--- src/rtl/prio_enc_pkg.sv ---
// Shared constants and helpers for the pipelined priority encoder.
package prio_enc_pkg;

  localparam int DEF_WIDTH = 16;
  localparam int DEF_GROUP = 4;

  // Priority mode, carried per word through the pipe.
  localparam logic PRIO_LSB = 1'b0;
  localparam logic PRIO_MSB = 1'b1;

  // Ceiling log2, usable in parameter expressions.
  function automatic int clog2(input int value);
    int result;
    int rem;
    result = 0;
    rem    = value - 1;
    while (rem > 0) begin
      result++;
      rem = rem >> 1;
    end
    return result;
  endfunction

endpackage

--- src/rtl/prio_group_enc.sv ---
// Combinational N-bit priority encoder.
// It reports whether any bit is set, the index of the winning bit for the chosen
// priority mode, and whether two or more bits are set.
module prio_group_enc
  import prio_enc_pkg::*;
#(
  parameter int N = 4,
  localparam int IW = (N > 1) ? clog2(N) : 1
) (
  input  logic [N-1:0]  bits,
  input  logic          mode,
  output logic          any,
  output logic [IW-1:0] idx,
  output logic          multi
);

  // Scan from bit 0 upward.
  // In LSB mode the first hit wins. In MSB mode the last hit wins.
  always_comb begin
    // NOTE: every output gets a default before the loop; a path that left one unassigned would infer a latch.
    any   = 1'b0;
    multi = 1'b0;
    idx   = '0;
    for (int i = 0; i < N; i++) begin
      if (bits[i]) begin
        // NOTE: blocking '=' is intended here, so later iterations see the running any/multi values.
        if (mode == PRIO_MSB || !any) idx = IW'(i);
        multi = multi | any;
        any   = 1'b1;
      end
    end
  end

endmodule

--- src/rtl/prio_encoder_pipe.sv ---
// Two-stage pipelined priority encoder with valid/ready on both sides.
// Stage 1 encodes each GROUP-bit slice.
// Stage 2 picks the winning group and forms the final index and flags.
module prio_encoder_pipe
  import prio_enc_pkg::*;
#(
  parameter int WIDTH = DEF_WIDTH,
  parameter int GROUP = DEF_GROUP,
  parameter int IDX_W = clog2(WIDTH)
) (
  input  logic             clk,
  input  logic             reset,
  input  logic             enable,
  input  logic             in_valid,
  output logic             in_ready,
  input  logic [WIDTH-1:0] in_data,
  input  logic             in_msb_first,
  output logic             out_valid,
  input  logic             out_ready,
  output logic [IDX_W-1:0] out_idx,
  output logic             out_zero,
  output logic             out_multi
);

  localparam int NG    = WIDTH / GROUP;
  localparam int LOG_G = clog2(GROUP);
  localparam int LW    = (GROUP > 1) ? LOG_G : 1;
  localparam int GW    = (NG > 1) ? clog2(NG) : 1;

  if (WIDTH < 4 || WIDTH > 256 || (WIDTH & (WIDTH - 1)) != 0 ||
      GROUP < 1 || (GROUP & (GROUP - 1)) != 0 || GROUP > WIDTH) begin : g_bad_params
    $error("prio_encoder_pipe: WIDTH must be a power of 2 in 4..256 and GROUP a power of 2 dividing it");
  end

  // Handshake. enable gates every advance, so enable=0 freezes the whole pipe.
  logic s1_valid, s2_valid;
  logic s1_adv, s2_adv;

  assign s2_adv    = enable & (~s2_valid | out_ready);
  assign s1_adv    = enable & (~s1_valid | s2_adv);
  assign in_ready  = s1_adv;
  assign out_valid = s2_valid;

  // Stage 1 (combinational): one encoder per group.
  logic [NG-1:0]         grp_any, grp_multi;
  logic [NG-1:0][LW-1:0] grp_idx;

  for (genvar g = 0; g < NG; g++) begin : g_grp
    prio_group_enc #(.N(GROUP)) u_enc (
      .bits  (in_data[g*GROUP +: GROUP]),
      .mode  (in_msb_first),
      .any   (grp_any[g]),
      .idx   (grp_idx[g]),
      .multi (grp_multi[g])
    );
  end

  // Stage 1 register. The mode bit travels with its word.
  logic [NG-1:0]         s1_any, s1_multi;
  logic [NG-1:0][LW-1:0] s1_idx;
  logic                  s1_mode;

  always_ff @(posedge clk) begin
    if (reset) begin
      // NOTE: data registers are cleared along with the valids, so nothing from before the reset is visible afterwards.
      s1_valid <= 1'b0;
      s1_any   <= '0;
      s1_multi <= '0;
      s1_idx   <= '0;
      s1_mode  <= PRIO_LSB;
    end else if (s1_adv) begin
      // NOTE: non-blocking '<=' on all state, so each register samples the values from before the edge.
      s1_valid <= in_valid;
      if (in_valid) begin
        s1_any   <= grp_any;
        s1_multi <= grp_multi;
        s1_idx   <= grp_idx;
        s1_mode  <= in_msb_first;
      end
    end
  end

  // Stage 2 (combinational): the same encoder, applied to the group-any vector.
  logic          sel_any, sel_multi;
  logic [GW-1:0] sel_grp;
  logic [IDX_W-1:0] idx_next;

  prio_group_enc #(.N(NG)) u_sel (
    .bits  (s1_any),
    .mode  (s1_mode),
    .any   (sel_any),
    .idx   (sel_grp),
    .multi (sel_multi)
  );

  // GROUP is a power of 2, so g*GROUP + local is a shift-and-OR.
  // An all-zero word yields sel_grp=0 and local=0, so the index is 0.
  always_comb begin
    idx_next = (IDX_W'(sel_grp) << LOG_G) | IDX_W'(s1_idx[sel_grp]);
  end

  // Stage 2 register: holds the registered outputs while the consumer stalls.
  always_ff @(posedge clk) begin
    if (reset) begin
      s2_valid  <= 1'b0;
      out_idx   <= '0;
      out_zero  <= 1'b0;
      out_multi <= 1'b0;
    end else if (s2_adv) begin
      s2_valid <= s1_valid;
      if (s1_valid) begin
        out_idx   <= idx_next;
        out_zero  <= ~sel_any;
        out_multi <= (|s1_multi) | sel_multi;
      end
    end
  end

endmodule

--- config.mk ---
export PLATFORM = sky130hd
export DESIGN_NAME = prio_encoder_pipe
export DESIGN_NICKNAME = d
export VERILOG_FILES = /design/src/rtl/prio_enc_pkg.sv /design/src/rtl/prio_group_enc.sv /design/src/rtl/prio_encoder_pipe.sv
export SDC_FILE = /design/constraint.sdc
export NUM_CORES = 1
export LEC_CHECK = 0
export CELL_PAD_IN_SITES_DETAIL_PLACEMENT = 0
export CELL_PAD_IN_SITES_GLOBAL_PLACEMENT = 1
export CORE_ASPECT_RATIO = 1.5
export CORE_MARGIN = 8
export CORE_UTILIZATION = 40
export CTS_CLUSTER_SIZE = 28
export DETAILED_ROUTE_END_ITERATION = 10
export PLACE_DENSITY = 0.87
export SETUP_SLACK_MARGIN = 0.3
export SKIP_CTS_REPAIR_TIMING = 1
export SLEW_MARGIN = 0
export SYNTH_ARGS = -nofsm -noshare
export SYNTH_HDL_FRONTEND = slang
export SYNTH_HIERARCHICAL = 1
export SYNTH_SLANG_ARGS = --single-unit
--- constraint.sdc ---
create_clock -name clk -period 3.1 [get_ports clk]
set_clock_uncertainty 0.05 [all_clocks]
set_input_delay 0.31 -clock clk [delete_from_list [all_inputs] [get_ports clk]]
set_output_delay 0.31 -clock clk [all_outputs]
set_load 0.01 [all_outputs]
# Word-level counts from Yosys, hierarchy flattened

Cells that the tools add are included.

Shifts and indexed selects: 0
Add/sub/neg operators: 0
Bitwise operators: 19
Divide/modulo/power cells: 0
Reduce and logical (&&, ||, !) cells: 33
Multiplexer cells: 67
Magnitude comparators: 1
Eq/ne operators: 0
$mul: 0

Operator list:

| kind                 | number |
|---|---|
| $mux W1              | 45 |
| $mux W2              | 21 |
| $logic_not A1 Y1     | 15 |
| $logic_or A1 B1 Y1   | 15 |
| $or A1 B1 Y1         | 13 |
| $bmux W2 S2          | 1 |
| $or A4 B2 Y4         | 1 |
| $reduce_and A2 Y1    | 2 |
| $reduce_or A4 Y1     | 1 |
| $lt A2 B3 Y1 const B | 1 |
| $not A1 Y1           | 3 |
| $and A1 B1 Y1        | 2 |

Input bits: 22
Memory bits (read-only): 0
Memory bits (writable): 0
Memories: 0
Output and inout bits: 8
Bits in latches: 0
Word-level logic and storage cells: 132
Flip-flop bits (word level): 25

# Depth between registers and ports, before layout

Depth after elaboration: 12
Mapped depth: 6
Gate-level depth less buffers: 6

# Hierarchy

The synthesis kept the hierarchy.

By module, submodules not included:

| module            | times used | area each (um^2) | cells each |
|---|---|---|---|
| prio_encoder_pipe | 1          | 1108.6           | 122 |
| prio_group_enc    | 5          | 67.6             | 12 |

# Least setup slack after synthesis

OpenSTA, ideal clock, no wires.

Kind: reg2reg
Start: register s1_mode
End: register out_idx[0]
Setup slack: 1.501 ns
Buffers on the path: 0
Arrival time: 1.423 ns
Cell stages (with the launch flop): 7
Path through: dfxtp_1 -> nand2b_1 -> a21oi_1 -> nor2_1 -> mux4_1 -> nand4_1 -> a21oi_1

Longest elaborated chain between the ends: 10
Elaborated cells on any way between the ends: 12
Classes of those cells: mux: 8; bitwise: 1; reduce/logical: 3

RTL lines:

| what                            | line                     | RTL |
|---|---|---|
| start, declared                 | prio_encoder_pipe.sv:61  | `logic s1_mode;` |
| start signal, assigned          | prio_encoder_pipe.sv:78  | `s1_mode <= in_msb_first;` |
| $logic_or A1 B1 Y1              | prio_group_enc.sv:27     | `if (mode == PRIO_MSB \|\| !any) idx = IW'(i);` |
| $mux W1                         | prio_group_enc.sv:27     |  |
| $mux W1                         | prio_group_enc.sv:25     | `if (bits[i]) begin` |
| $mux W2                         | prio_group_enc.sv:27     |  |
| $mux W2                         | prio_group_enc.sv:25     |  |
| $mux W2                         | prio_group_enc.sv:27     |  |
| $mux W2 *                       | prio_group_enc.sv:25     |  |
| $bmux W2 S2 *                   | prio_encoder_pipe.sv:99  | `idx_next = (IDX_W'(sel_grp) << LOG_G) \| IDX_W'(s1_idx[sel_grp]);` |
| $mux W2 (not written as such) * | prio_encoder_pipe.sv:99  |  |
| $or A4 B2 Y4 *                  | prio_encoder_pipe.sv:99  |  |
| end signal, assigned            | prio_encoder_pipe.sv:112 | `out_idx <= idx_next;` |
| end, declared                   | prio_encoder_pipe.sv:20  | `output logic [IDX_W-1:0] out_idx,` |

Every way passes the cells marked *; elsewhere a longest branch is shown, timed or not. The select of a mux whose other input is x is not followed.
A chain may end at the register's enable or synchronous reset.

# Worst setup path in the final report

Start: input port enable
End: output port in_ready

Longest elaborated chain between the ends: 3

RTL lines:

| what            | line                    | RTL |
|---|---|---|
| start, declared | prio_encoder_pipe.sv:13 | `input logic enable,` |
| $and A1 B1 Y1   | prio_encoder_pipe.sv:39 | `assign s2_adv = enable & (~s2_valid \| out_ready);` |
| $or A1 B1 Y1    | prio_encoder_pipe.sv:40 | `assign s1_adv = enable & (~s1_valid \| s2_adv);` |
| $and A1 B1 Y1 * | prio_encoder_pipe.sv:40 |  |
| end, declared   | prio_encoder_pipe.sv:15 | `output logic in_ready,` |

Every way passes the cells marked *; elsewhere a longest branch is shown, timed or not.

==> results.md <==
- Synth-to-layout area growth: 20.24%
- Hold_sp: s1_idx[1]$_SDFFE_PP0P_
- RSZ-0062 raised after global routing: no
- Nets: roughly 230
- # rows: 27
- H-tree Lvls: 1
- Slew headroom: around two fifths
- Yosys Warn Count: 6
- Gate Count Post-Synth: 182
- Number of distinct library cells after synthesis: 32
- Fin Setup TNS: 0 ps
- ANT nets after route: 0
- Via count: around 1.4k
- Reg2reg start: s1_mode$_SDFFE_PP0P_
- R2R depth: 6
- CTS Buffer Depth: 2
- Gpl congestion: 0.8047
- Worst setup SP type: input pin
- Drt via density: between 5 and 6
- GR Overflow Total: 0
- # setup viols final: 0
- Layout Cells excl Fill: about 250
- Initial antenna violation count: 0
- Post-synth net total: 204
- Core region area: 0.003581 mm2
- Synthesized flop and latch total: 25
- Clock Pin Slew Worst Setup and Hold Paths: about 80 ps
- Hold Path Sink: s1_idx[1]$_SDFFE_PP0P_
- Final WS setup: just under 900 ps
- Worst-Margin Slew: slightly below 900 ps
- Clock Tree Root: clkbuf_8
- Worst VDD drop: roughly 0.24 mV
- Share of layout cells above drive strength 1: 3.415%
- Most common cell after layout, fill and taps aside: clkdlybuf4s50_1
- I/O Pins: 30
- CP required: 2740 ps
- GRT Overall Usage: a little over an eighth
- Initial DRC count: 50
- Max Clk Rate: 447.9 MHz
- Minimum clock period: approximately 2200 ps
- Critical Path Sink Type: output port
- Mapped Area: about 0.0014 mm2
- Worst r2r dst: out_idx[0]$_SDFFE_PP0P_
- Wire per inst: 14.46 um
- Clk sink count: 25
- Hold Slack: 427.5 ps
- Residual DRC: 0
- Outcome: completed
- Port bufs: 29
- N_diodes: 0
- Dpl cells: roughly 240
- Largest fanout on the critical path: 11
- Initial core utilization: between 40% and 50%
- LEAKAGE: around 0.6 nW
- Commonest non-fill, non-tap cells in the layout: clkdlybuf4s50_1 (29), a21oi_1 (27), dfxtp_1 (25), nor2_1 (18), nand3_1 (17)
- PD cells: slightly below 400 mW/mm2
- Die area: between 0.005 and 0.006 mm2
- Die X: approximately 65 um
- Post-Route WL: approximately 3.6 mm
- Slew Viols, Final: 0
- Clock Latency Late Sink: 260 ps
- Largest net degree at the start of global routing: 26
- Final critical-path share of the clock period: approximately 72%
- Total CTS buffers: 3
- Critical Path AT: about 1900 ps
- Avg Cell Area, Syn: 7.947 um2
- Sequential cell area fraction in the yosys report: 34.60%
- Worst hold path cell count: 2
- R2r setup slk: 1250 ps
- Die height: around 90 um
- Pre-CTS setup slack: approximately 880 ps
- TritonCTS clock tree: built
- Hold Vio Cnt, Final: 0
- Worst Setup Path Type: in2out
- Max-cap viol count: 0
- Drt pass-1 iters: 4
- Vias in the first global route: roughly 1.4k
- Worst Setup SP: enable
- HPWL after DPL: 2.766 mm
- Worst min-delay path category: reg2reg
- Global-route wire length before repair: around 6.3 mm
## sequential cells by signal, summed over array words and instances, names as in the netlist
register,count
s1_valid,1
out_multi,1
out_idx,4
out_valid,1
s1_idx,8
s1_any,4
out_zero,1
s1_multi,4
s1_mode,1
## where the power goes
group | leakage, nW | switching (mW) | internal, mW
clock network | 0.0228 | 0.0946 | 0.0917
registers | 0.204 | 0.0141 | 0.336
logic | 0.371 | 0.0668 | 0.0672
## synth_stat cells
cell type / n / share of area (%)
a31oi_1: 2 / 0.86
nand2b_1: 6 / 2.6
nand2_1: 7 / 1.8
mux4_2: 1 / 1.6
buf_8: 1 / 1.0
nor2_1: 18 / 4.7
mux4_1: 1 / 1.8
a211oi_1: 11 / 5.7
clkbuf_8: 1 / 0.95
buf_2: 1 / 0.35
and3b_1: 1 / 0.61
a311oi_1: 1 / 0.61
clkbuf_1: 3 / 0.78
nor3_1: 2 / 0.69
dfxtp_1: 25 / 35
o21ai_1: 9 / 3.1
nand4_1: 4 / 1.7
and2b_1: 1 / 0.52
o31ai_1: 4 / 2.1
and2_4: 1 / 0.61
nand3b_2: 1 / 0.78
o21ai_0: 9 / 3.1
clkbuf_2: 1 / 0.35
or4_1: 5 / 2.6
a22oi_1: 1 / 0.52
o22ai_1: 5 / 2.2
o22a_1: 5 / 3.0
nand3_1: 17 / 5.9
a21oi_1: 27 / 9.3
inv_1: 7 / 1.8
buf_6: 3 / 2.3
buf_12: 1 / 1.4
## per-stage QoR
step                      area, um2  util (%)  power (mW)
after floorplan                1446         -      0.4347
after global placement         1694     47.31      0.4861
after detailed placement       1694     47.31      0.4915
after CTS                      1739     48.57      0.6755
after global routing           1739     48.57      0.7049
final                          1739     48.57      0.6707
## critical path: stages
cell and delay, ps:
clkdlybuf4s50_1 680, inv_1 200, nor2_1 130, clkdlybuf4s50_1 540
## worst max path at each step
| stage | end | cells after the start | slack, ps |
|---|---|---|---|
| after floorplan | out_idx[0]$_SDFFE_PP0P_ | 6 | 1500 |
| after global placement | in_ready | 5 | 910 |
| after detailed placement | in_ready | 4 | 880 |
| after CTS | in_ready | 4 | 870 |
| after global routing | in_ready | 4 | 750 |
| final | in_ready | 4 | 870 |
## routing by layer
metal  GRT usage, %  wire length (um)  vias to the layer above
met5              0                 0                        -
met4          5.976                37                        0
met3          1.863               141                        2
met2          24.41              1822                       32
met1          14.49              1584                      670
li1               -                 -                      734
## logic make-up after synthesis
group | Yosys count | synth area share, %
simple gates | 63 | 22.49
mux | 2 | 3.374
buf+inv | 18 | 8.996
compound gates | 74 | 30.54
flops | 25 | 34.60
## final cells by class
cell class / count / area [um2]
repair buffers: 30 / 297.8
multi-input cells: 139 / 815.8
fillers: 389 / 1842
flip-flops and latches: 25 / 500.5
inverters: 7 / 26.28
clock buffers: 4 / 45.04
well taps: 43 / 53.80
Note: power is estimated with default switching activity, not from simulation.
